===== src/rtl/keypad_pkg.sv =====
// keypad_pkg: shared types and helpers for the 4x4 matrix keypad scanner.
// Holds matrix dimensions, the debounce FSM state encoding, the per-frame
// classification and small row-decoding helpers used by keypad_scanner.
package keypad_pkg;

  localparam int N_ROWS = 4;
  localparam int N_COLS = 4;

  // Key code = {row[1:0], col[1:0]}, i.e. index row*4+col.
  typedef logic [3:0] key_code_t;

  typedef enum logic [1:0] {
    ST_IDLE    = 2'd0,
    ST_CAND    = 2'd1,
    ST_PRESSED = 2'd2,
    ST_RELEASE = 2'd3
  } scan_state_e;

  typedef enum logic [1:0] {
    FR_NONE   = 2'd0,
    FR_SINGLE = 2'd1,
    FR_MULTI  = 2'd2
  } frame_kind_e;

  // Number of active (high) rows in one column sample, 0..4.
  function automatic logic [2:0] row_hit_count(input logic [N_ROWS-1:0] hits);
    logic [2:0] cnt;
    cnt = 3'd0;
    for (int r = 0; r < N_ROWS; r++) begin
      cnt = cnt + {2'b00, hits[r]};
    end
    return cnt;
  endfunction

  // Lowest active row index; 0 when no row is active (caller qualifies).
  function automatic logic [1:0] lowest_row(input logic [N_ROWS-1:0] hits);
    logic [1:0] idx;
    if (hits[0]) begin
      idx = 2'd0;
    end else if (hits[1]) begin
      idx = 2'd1;
    end else if (hits[2]) begin
      idx = 2'd2;
    end else if (hits[3]) begin
      idx = 2'd3;
    end else begin
      idx = 2'd0;
    end
    return idx;
  endfunction

endpackage


===== src/rtl/keypad_row_sync.sv =====
// keypad_row_sync: two-flop synchroniser for the active-low row inputs.
// Both stages reset to all-ones so that no key appears pressed out of reset.
module keypad_row_sync
  import keypad_pkg::*;
(
  input  logic              i_clk,
  input  logic              i_rst,
  input  logic [N_ROWS-1:0] i_row,
  output logic [N_ROWS-1:0] o_row
);

  logic [N_ROWS-1:0] meta_q;
  logic [N_ROWS-1:0] sync_q;

  // Two-stage capture of the asynchronous row lines.
  always_ff @(posedge i_clk) begin
    if (i_rst) begin
      meta_q <= 4'hF;
      sync_q <= 4'hF;
    end else begin
      meta_q <= i_row;
      sync_q <= meta_q;
    end
  end

  assign o_row = sync_q;

endmodule


===== src/rtl/keypad_scanner.sv =====
// keypad_scanner: scans a 4x4 active-low keypad, classifies each full frame
// (4 columns) as NONE/SINGLE/MULTI, and debounces whole frames so that one
// code strobe is emitted per debounced press; holds and releases emit nothing.
// Optional build macro: KEYPAD_GHOST_REJECT_EN -- when defined, frames with
// more than one key down are classified MULTI and never accepted as a press;
// when undefined, such frames resolve to the lowest key index.
module keypad_scanner
  import keypad_pkg::*;
#(
  parameter int unsigned SCAN_DIV       = 16,
  parameter int unsigned DEBOUNCE_SCANS = 4
) (
  input  logic       i_clk,
  input  logic       i_rst,
  output logic [3:0] o_col,
  input  logic [3:0] i_row,
  output logic [3:0] o_code,
  output logic       o_code_vld,
  output logic       o_key_down
);

  localparam int unsigned DIV_W = (SCAN_DIV > 1) ? $clog2(SCAN_DIV) : 1;
  localparam int unsigned CNT_W = $clog2(DEBOUNCE_SCANS + 1);
  localparam logic [DIV_W-1:0] DIV_LAST   = DIV_W'(SCAN_DIV - 1);
  localparam logic [CNT_W-1:0] CNT_TARGET = CNT_W'(DEBOUNCE_SCANS);

  // ---------------------------------------------------------------------
  // Row synchroniser
  // ---------------------------------------------------------------------
  logic [N_ROWS-1:0] row_sync_s;

  keypad_row_sync u_row_sync (
    .i_clk (i_clk),
    .i_rst (i_rst),
    .i_row (i_row),
    .o_row (row_sync_s)
  );

  // ---------------------------------------------------------------------
  // Column scan counter
  // ---------------------------------------------------------------------
  logic [DIV_W-1:0] div_cnt_q;
  logic [1:0]       col_idx_q;
  logic [1:0]       col_idx_d;
  logic [3:0]       col_q;
  logic             sample_s;
  logic             col_last_s;

  // Rows are sampled in the last clock of each column, giving the
  // synchroniser SCAN_DIV-1 clocks to settle after the column switch.
  assign sample_s   = (div_cnt_q == DIV_LAST);
  assign col_last_s = (col_idx_q == 2'd3);
  assign col_idx_d  = col_idx_q + 2'd1;

  // Divider and column index; column drive is registered alongside the index.
  always_ff @(posedge i_clk) begin
    if (i_rst) begin
      div_cnt_q <= '0;
      col_idx_q <= 2'd0;
      col_q     <= 4'b1110;
    end else if (sample_s) begin
      div_cnt_q <= '0;
      col_idx_q <= col_idx_d;
      col_q     <= ~(4'b0001 << col_idx_d);
    end else begin
      div_cnt_q <= div_cnt_q + DIV_W'(1);
    end
  end

  // ---------------------------------------------------------------------
  // Frame accumulation and classification
  // ---------------------------------------------------------------------
  logic [N_ROWS-1:0] col_hits_s;
  logic [2:0]        col_cnt_s;
  key_code_t         col_key_s;
  logic [2:0]        sum_s;
  logic [1:0]        merged_cnt_s;
  key_code_t         best_key_s;
  frame_kind_e       merged_kind_s;

  logic [1:0]        acc_cnt_q;     // keys seen so far in this frame, saturating at 2
  key_code_t         acc_key_q;     // lowest key index seen so far in this frame
  logic              frame_vld_q;
  frame_kind_e       frame_kind_q;
  key_code_t         frame_key_q;

  assign col_hits_s = ~row_sync_s;
  assign col_cnt_s  = row_hit_count(col_hits_s);
  assign col_key_s  = {lowest_row(col_hits_s), col_idx_q};

  // Merge the current column sample into the running frame summary.
  always_comb begin
    sum_s         = {1'b0, acc_cnt_q} + col_cnt_s;
    merged_cnt_s  = 2'd0;
    best_key_s    = acc_key_q;
    merged_kind_s = FR_NONE;

    if (sum_s >= 3'd2) begin
      merged_cnt_s = 2'd2;
    end else begin
      merged_cnt_s = sum_s[1:0];
    end

    if ((col_cnt_s != 3'd0) && ((acc_cnt_q == 2'd0) || (col_key_s < acc_key_q))) begin
      best_key_s = col_key_s;
    end else begin
      best_key_s = acc_key_q;
    end

    case (merged_cnt_s)
      2'd0:    merged_kind_s = FR_NONE;
      2'd1:    merged_kind_s = FR_SINGLE;
`ifdef KEYPAD_GHOST_REJECT_EN
      default: merged_kind_s = FR_MULTI;
`else
      default: merged_kind_s = FR_SINGLE;
`endif
    endcase
  end

  // Accumulate per-column samples; publish the frame result at the column-3 sample.
  always_ff @(posedge i_clk) begin
    if (i_rst) begin
      acc_cnt_q    <= 2'd0;
      acc_key_q    <= 4'd0;
      frame_vld_q  <= 1'b0;
      frame_kind_q <= FR_NONE;
      frame_key_q  <= 4'd0;
    end else begin
      frame_vld_q <= 1'b0;
      if (sample_s) begin
        if (col_last_s) begin
          frame_vld_q  <= 1'b1;
          frame_kind_q <= merged_kind_s;
          frame_key_q  <= best_key_s;
          acc_cnt_q    <= 2'd0;
          acc_key_q    <= 4'd0;
        end else begin
          acc_cnt_q <= merged_cnt_s;
          acc_key_q <= best_key_s;
        end
      end
    end
  end

  // ---------------------------------------------------------------------
  // Debounce FSM
  // ---------------------------------------------------------------------
  scan_state_e      state_q;
  logic [CNT_W-1:0] cnt_q;
  logic [CNT_W-1:0] cnt_inc_s;
  key_code_t        cand_q;
  key_code_t        code_q;
  logic             code_vld_q;
  logic             key_down_q;

  // cnt never exceeds DEBOUNCE_SCANS-1 where it is incremented, so no wrap.
  assign cnt_inc_s = cnt_q + CNT_W'(1);

  // Frame-level debounce; acts once per frame, one clock after the result lands.
  always_ff @(posedge i_clk) begin
    if (i_rst) begin
      state_q    <= ST_IDLE;
      cnt_q      <= '0;
      cand_q     <= 4'd0;
      code_q     <= 4'd0;
      code_vld_q <= 1'b0;
      key_down_q <= 1'b0;
    end else begin
      code_vld_q <= 1'b0;
      if (frame_vld_q) begin
        case (state_q)
          ST_IDLE: begin
            if (frame_kind_q == FR_SINGLE) begin
              if (DEBOUNCE_SCANS == 1) begin
                state_q    <= ST_PRESSED;
                cnt_q      <= CNT_TARGET;
                cand_q     <= frame_key_q;
                code_q     <= frame_key_q;
                code_vld_q <= 1'b1;
                key_down_q <= 1'b1;
              end else begin
                state_q <= ST_CAND;
                cand_q  <= frame_key_q;
                cnt_q   <= CNT_W'(1);
              end
            end else begin
              state_q <= ST_IDLE;
              cnt_q   <= '0;
            end
          end
          ST_CAND: begin
            if ((frame_kind_q == FR_SINGLE) && (frame_key_q == cand_q)) begin
              if (cnt_inc_s >= CNT_TARGET) begin
                state_q    <= ST_PRESSED;
                cnt_q      <= CNT_TARGET;
                code_q     <= cand_q;
                code_vld_q <= 1'b1;
                key_down_q <= 1'b1;
              end else begin
                cnt_q <= cnt_inc_s;
              end
            end else if (frame_kind_q == FR_SINGLE) begin
              cand_q <= frame_key_q;
              cnt_q  <= CNT_W'(1);
            end else begin
              state_q <= ST_IDLE;
              cnt_q   <= '0;
            end
          end
          ST_PRESSED: begin
            if (frame_kind_q == FR_NONE) begin
              if (DEBOUNCE_SCANS == 1) begin
                state_q    <= ST_IDLE;
                cnt_q      <= '0;
                key_down_q <= 1'b0;
              end else begin
                state_q <= ST_RELEASE;
                cnt_q   <= CNT_W'(1);
              end
            end
          end
          ST_RELEASE: begin
            if (frame_kind_q == FR_NONE) begin
              if (cnt_inc_s >= CNT_TARGET) begin
                state_q    <= ST_IDLE;
                cnt_q      <= '0;
                key_down_q <= 1'b0;
              end else begin
                cnt_q <= cnt_inc_s;
              end
            end else begin
              // Key came back before the release was confirmed: still the same press.
              state_q <= ST_PRESSED;
              cnt_q   <= CNT_TARGET;
            end
          end
          default: begin
            state_q    <= ST_IDLE;
            cnt_q      <= '0;
            key_down_q <= 1'b0;
          end
        endcase
      end
    end
  end

  assign o_col      = col_q;
  assign o_code     = code_q;
  assign o_code_vld = code_vld_q;
  assign o_key_down = key_down_q;

endmodule


===== config.mk =====
export PLATFORM = sky130hd
export DESIGN_NAME = keypad_scanner
export DESIGN_NICKNAME = d
export VERILOG_FILES = /design/src/rtl/keypad_pkg.sv /design/src/rtl/keypad_row_sync.sv /design/src/rtl/keypad_scanner.sv
export SDC_FILE = /design/constraint.sdc
export NUM_CORES = 1
export LEC_CHECK = 0
export BUFFER_PORTS_ARGS = -buffer_cell sky130_fd_sc_hd__buf_2
export CAP_MARGIN = 25
export CORE_MARGIN = 3
export CORE_UTILIZATION = 40
export DETAILED_ROUTE_END_ITERATION = 8
export HOLD_SLACK_MARGIN = 0.02
export RECOVER_POWER = 100
export SYNTH_ARGS = -nofsm -noshare
export SYNTH_HDL_FRONTEND = slang
export SYNTH_SLANG_ARGS = --single-unit

===== constraint.sdc =====
create_clock -name i_clk -period 2.89 [get_ports i_clk]
set_input_delay 0.578 -clock i_clk [delete_from_list [all_inputs] [get_ports i_clk]]
set_output_delay 0.578 -clock i_clk [all_outputs]
set_load 0.005 [all_outputs]

==> impl_metrics.env <==
export IMPL_status="finished with violations"
export IMPL_violations="max-capacitance violations, max-slew violations"
export IMPL_cts_sinks=45
export IMPL_r2r_slack_ps=40
export IMPL_avgSynthCellArea_sq_um=9.00
export IMPL_clk_latency_ps=300
export IMPL_cp_start_kind="flop"
export IMPL_leakage_nw=0.905
export IMPL_synth_top_cell_area_share=0.414
export IMPL_hold_end="u_row_sync.o_row[2]"
export IMPL_stdcell_area_sq_um=2400
export IMPL_synth_top_cells_by_area="dfxtp_1 41%, ha_1 7.5%, a21oi_1 4.1%"
export IMPL_ios=16
export IMPL_maxSlewViolCount=11
export IMPL_clockRootBuffer="clkbuf_8"
export IMPL_antenna_found_initial=0
export IMPL_gp_congestion=0.847
export IMPL_rows=26
export IMPL_peakVddDrop_mv=0.286
export IMPL_syn_to_final_growth_pct=10.2
export IMPL_drc=0
export IMPL_synthCells=242
export IMPL_cp_max_fo=3
export IMPL_synth_nets=263
export IMPL_via_per_inst=5.28
export IMPL_firstDrtPassIters=4
export IMPL_setup_worst_path_end_class="flop"
export IMPL_crit_type="reg2reg"
export IMPL_hp_class="reg2reg"
export IMPL_powerDensity_nw_per_um2=462
export IMPL_port_buffers=15
export IMPL_post_dp_hpwl_mm=2.82
export IMPL_grt_pass1_vias=1680
export IMPL_ys_seq_area_frac=0.414
export IMPL_clkTransAtPathRegs_ps=90
export IMPL_final_setup_viol_count=0
export IMPL_synthArstFlopShare=0
export IMPL_initial_utilization=0.421
export IMPL_yosys_cell_count_top_type="dfxtp_1"
export IMPL_worstSetupStartpoint="u_row_sync.o_row[0]"
export IMPL_grt_pass1_wl_mm=7.46
export IMPL_drive_above_1_share=0.129
export IMPL_grt_max_degree=51
export IMPL_ant_nets=0
export IMPL_coreArea_sq_um=5170
export IMPL_die_area_sq_um=6370
export IMPL_grt_remaining_overflow=0
export IMPL_grtUsageTotal=0.145
export IMPL_cts_buffers=5
export IMPL_dr_first_iter_drc_count=98
export IMPL_ys_top_cells_by_count="45 x dfxtp_1, 18 x a21oi_1, 16 x nand2_1, 16 x nor2_1, 13 x ha_1"
export IMPL_clock_skew_ps=6.08
export IMPL_antennaDiodeCount=0
export IMPL_cts_hold_fix_buffers=0
export IMPL_finalHoldViolations=0
export IMPL_critPathArrivalTime_ps=3080
export IMPL_ys_ff_latch=45
export IMPL_final_nets=275
export IMPL_synth_edff_count=0
export IMPL_tightest_slew_ps=1500
export IMPL_total_power_mw=1.11
export IMPL_cts_htree_levels=2
export IMPL_fin_crit_sh=0.985
export IMPL_fin_crit_ps=2850
export IMPL_critical_path_required_ps=3120
export IMPL_r2r_end="acc_cnt_q[0]"
export IMPL_setup_ws_ps=42.1
export IMPL_via_count=1715
export IMPL_routed_wirelength_mm=4.27
export IMPL_dieHeight_um=79.8
export IMPL_syn_cell_area_sq_um=2180
export IMPL_dp_slack_ps=-8.81
export IMPL_r2r_start="u_row_sync.o_row[0]"
export IMPL_hp_start="u_row_sync.meta_q[2]"
export IMPL_utilization=0.464
export IMPL_fillers=523
export IMPL_drv_cap=1
export IMPL_grt_setup_unrepaired="true"
export IMPL_r2r_cells=9
export IMPL_slew_headroom=-0.0119
export IMPL_placed_area_sq_um=2300
export IMPL_cts_tree="yes"
export IMPL_die_x_um=79.8
export IMPL_clockBufferDepth=2
export IMPL_yosys_warnings=0
export IMPL_fin_hold_ws_ps=413
export IMPL_synth_top_area_cell="dfxtp_1"
export IMPL_synth_distinct_cells=43
export IMPL_wl_per_cell_um=13.1
export IMPL_synth_ff_type="dfxtp_1"
export IMPL_timing_fmax_mhz=351
export IMPL_whs_path_depth=1
## per-layer routing
metal | global-route usage | wire length [um] | share of wire | vias to the layer above
met1 | 0.194 | 2190 | 0.51 | 793
met5 | 0 | 0 | 0 | -
met4 | 0.0557 | 67 | 0.016 | 0
met3 | 0.0316 | 116 | 0.027 | 7
li1 | - | - | - | 896
met2 | 0.228 | 1900 | 0.44 | 19
## repair_timing
item	4_1_cts	5_1_grt
pin swaps	0	1
setup buffers	0	1
endpoints found under the setup margin	1	9
resized for setup	1	3
## power by group
part / total, mW / switching, mW / internal (mW)
logic: 0.0785 / 0.0465 / 0.0320
registers: 0.634 / 0.00544 / 0.628
clock network: 0.396 / 0.224 / 0.172
## cells by family after synthesis
group,synth area share
compound gates,0.167
xor+xnor,0.0281
fa+ha+maj,0.0931
buf+inv,0.0448
flops,0.414
mux,0.0184
simple gates,0.236
## critical path: stages, from the launching register on
cell and delay [ps]:
dfxtp_1 330, inv_1 70, fa_1 580, ha_4 210, ha_1 180, fa_1 370
xnor2_1 160, nand2b_1 110, or4b_2 620, a21oi_1 150
## area by class of cell
class	instances	area (sq um)	area share
Multi-Input combinational cell	173	1190	0.498
Sequential cell	45	902	0.376
Inverter	12	45.0	0.0188
Timing Repair Buffer	17	80.1	0.0334
Clock inverter	3	21.3	0.00886
Clock buffer	5	68.8	0.0287
Tap cell	70	87.6	0.0365
## sequential cells by signal, summed over array words and instances, names as in the netlist, 2 cells and up
signal             flops
frame_key_q            4
state_q                2
u_row_sync.meta_q      4
acc_key_q              4
u_row_sync.o_row       4
acc_cnt_q              2
o_code                 4
o_col                  4
col_idx_q              2
cand_q                 4
cnt_q                  3
div_cnt_q              4
## cells in the final DEF, fill, tap and decap left out, types with 6 or more instances in the layout
| cell | instances |
|---|---|
| nand2_1 | 16 |
| ha_1 | 11 |
| o21ai_0 | 10 |
| dfxtp_1 | 44 |
| clkbuf_1 | 6 |
| nand3_1 | 8 |
| inv_1 | 12 |
| nor4_1 | 6 |
| a21oi_1 | 18 |
| nand2b_1 | 10 |
| nor2_1 | 16 |
| nor3_1 | 6 |
| or2_2 | 8 |
| buf_2 | 10 |
## worst max-delay path by stage
stage | endpoint | slack, ps | cells past startpoint
finish | acc_cnt_q[0] | 40 | 9
CTS | acc_cnt_q[0] | 10 | 9
floorplan | acc_cnt_q[0] | 140 | 9
detailed placement | acc_cnt_q[0] | -9 | 9
global placement | acc_cnt_q[0] | 70 | 9
global route | acc_cnt_q[0] | -110 | 9
## stage by stage
stage	setup TNS, ps	instances
after floorplan	0	242
after global placement	0	316
after detailed placement	-8.81	316
after CTS	0	324
after global routing	-110	325
final	0	325
No activity file was read; power rests on OpenSTA's default activity.
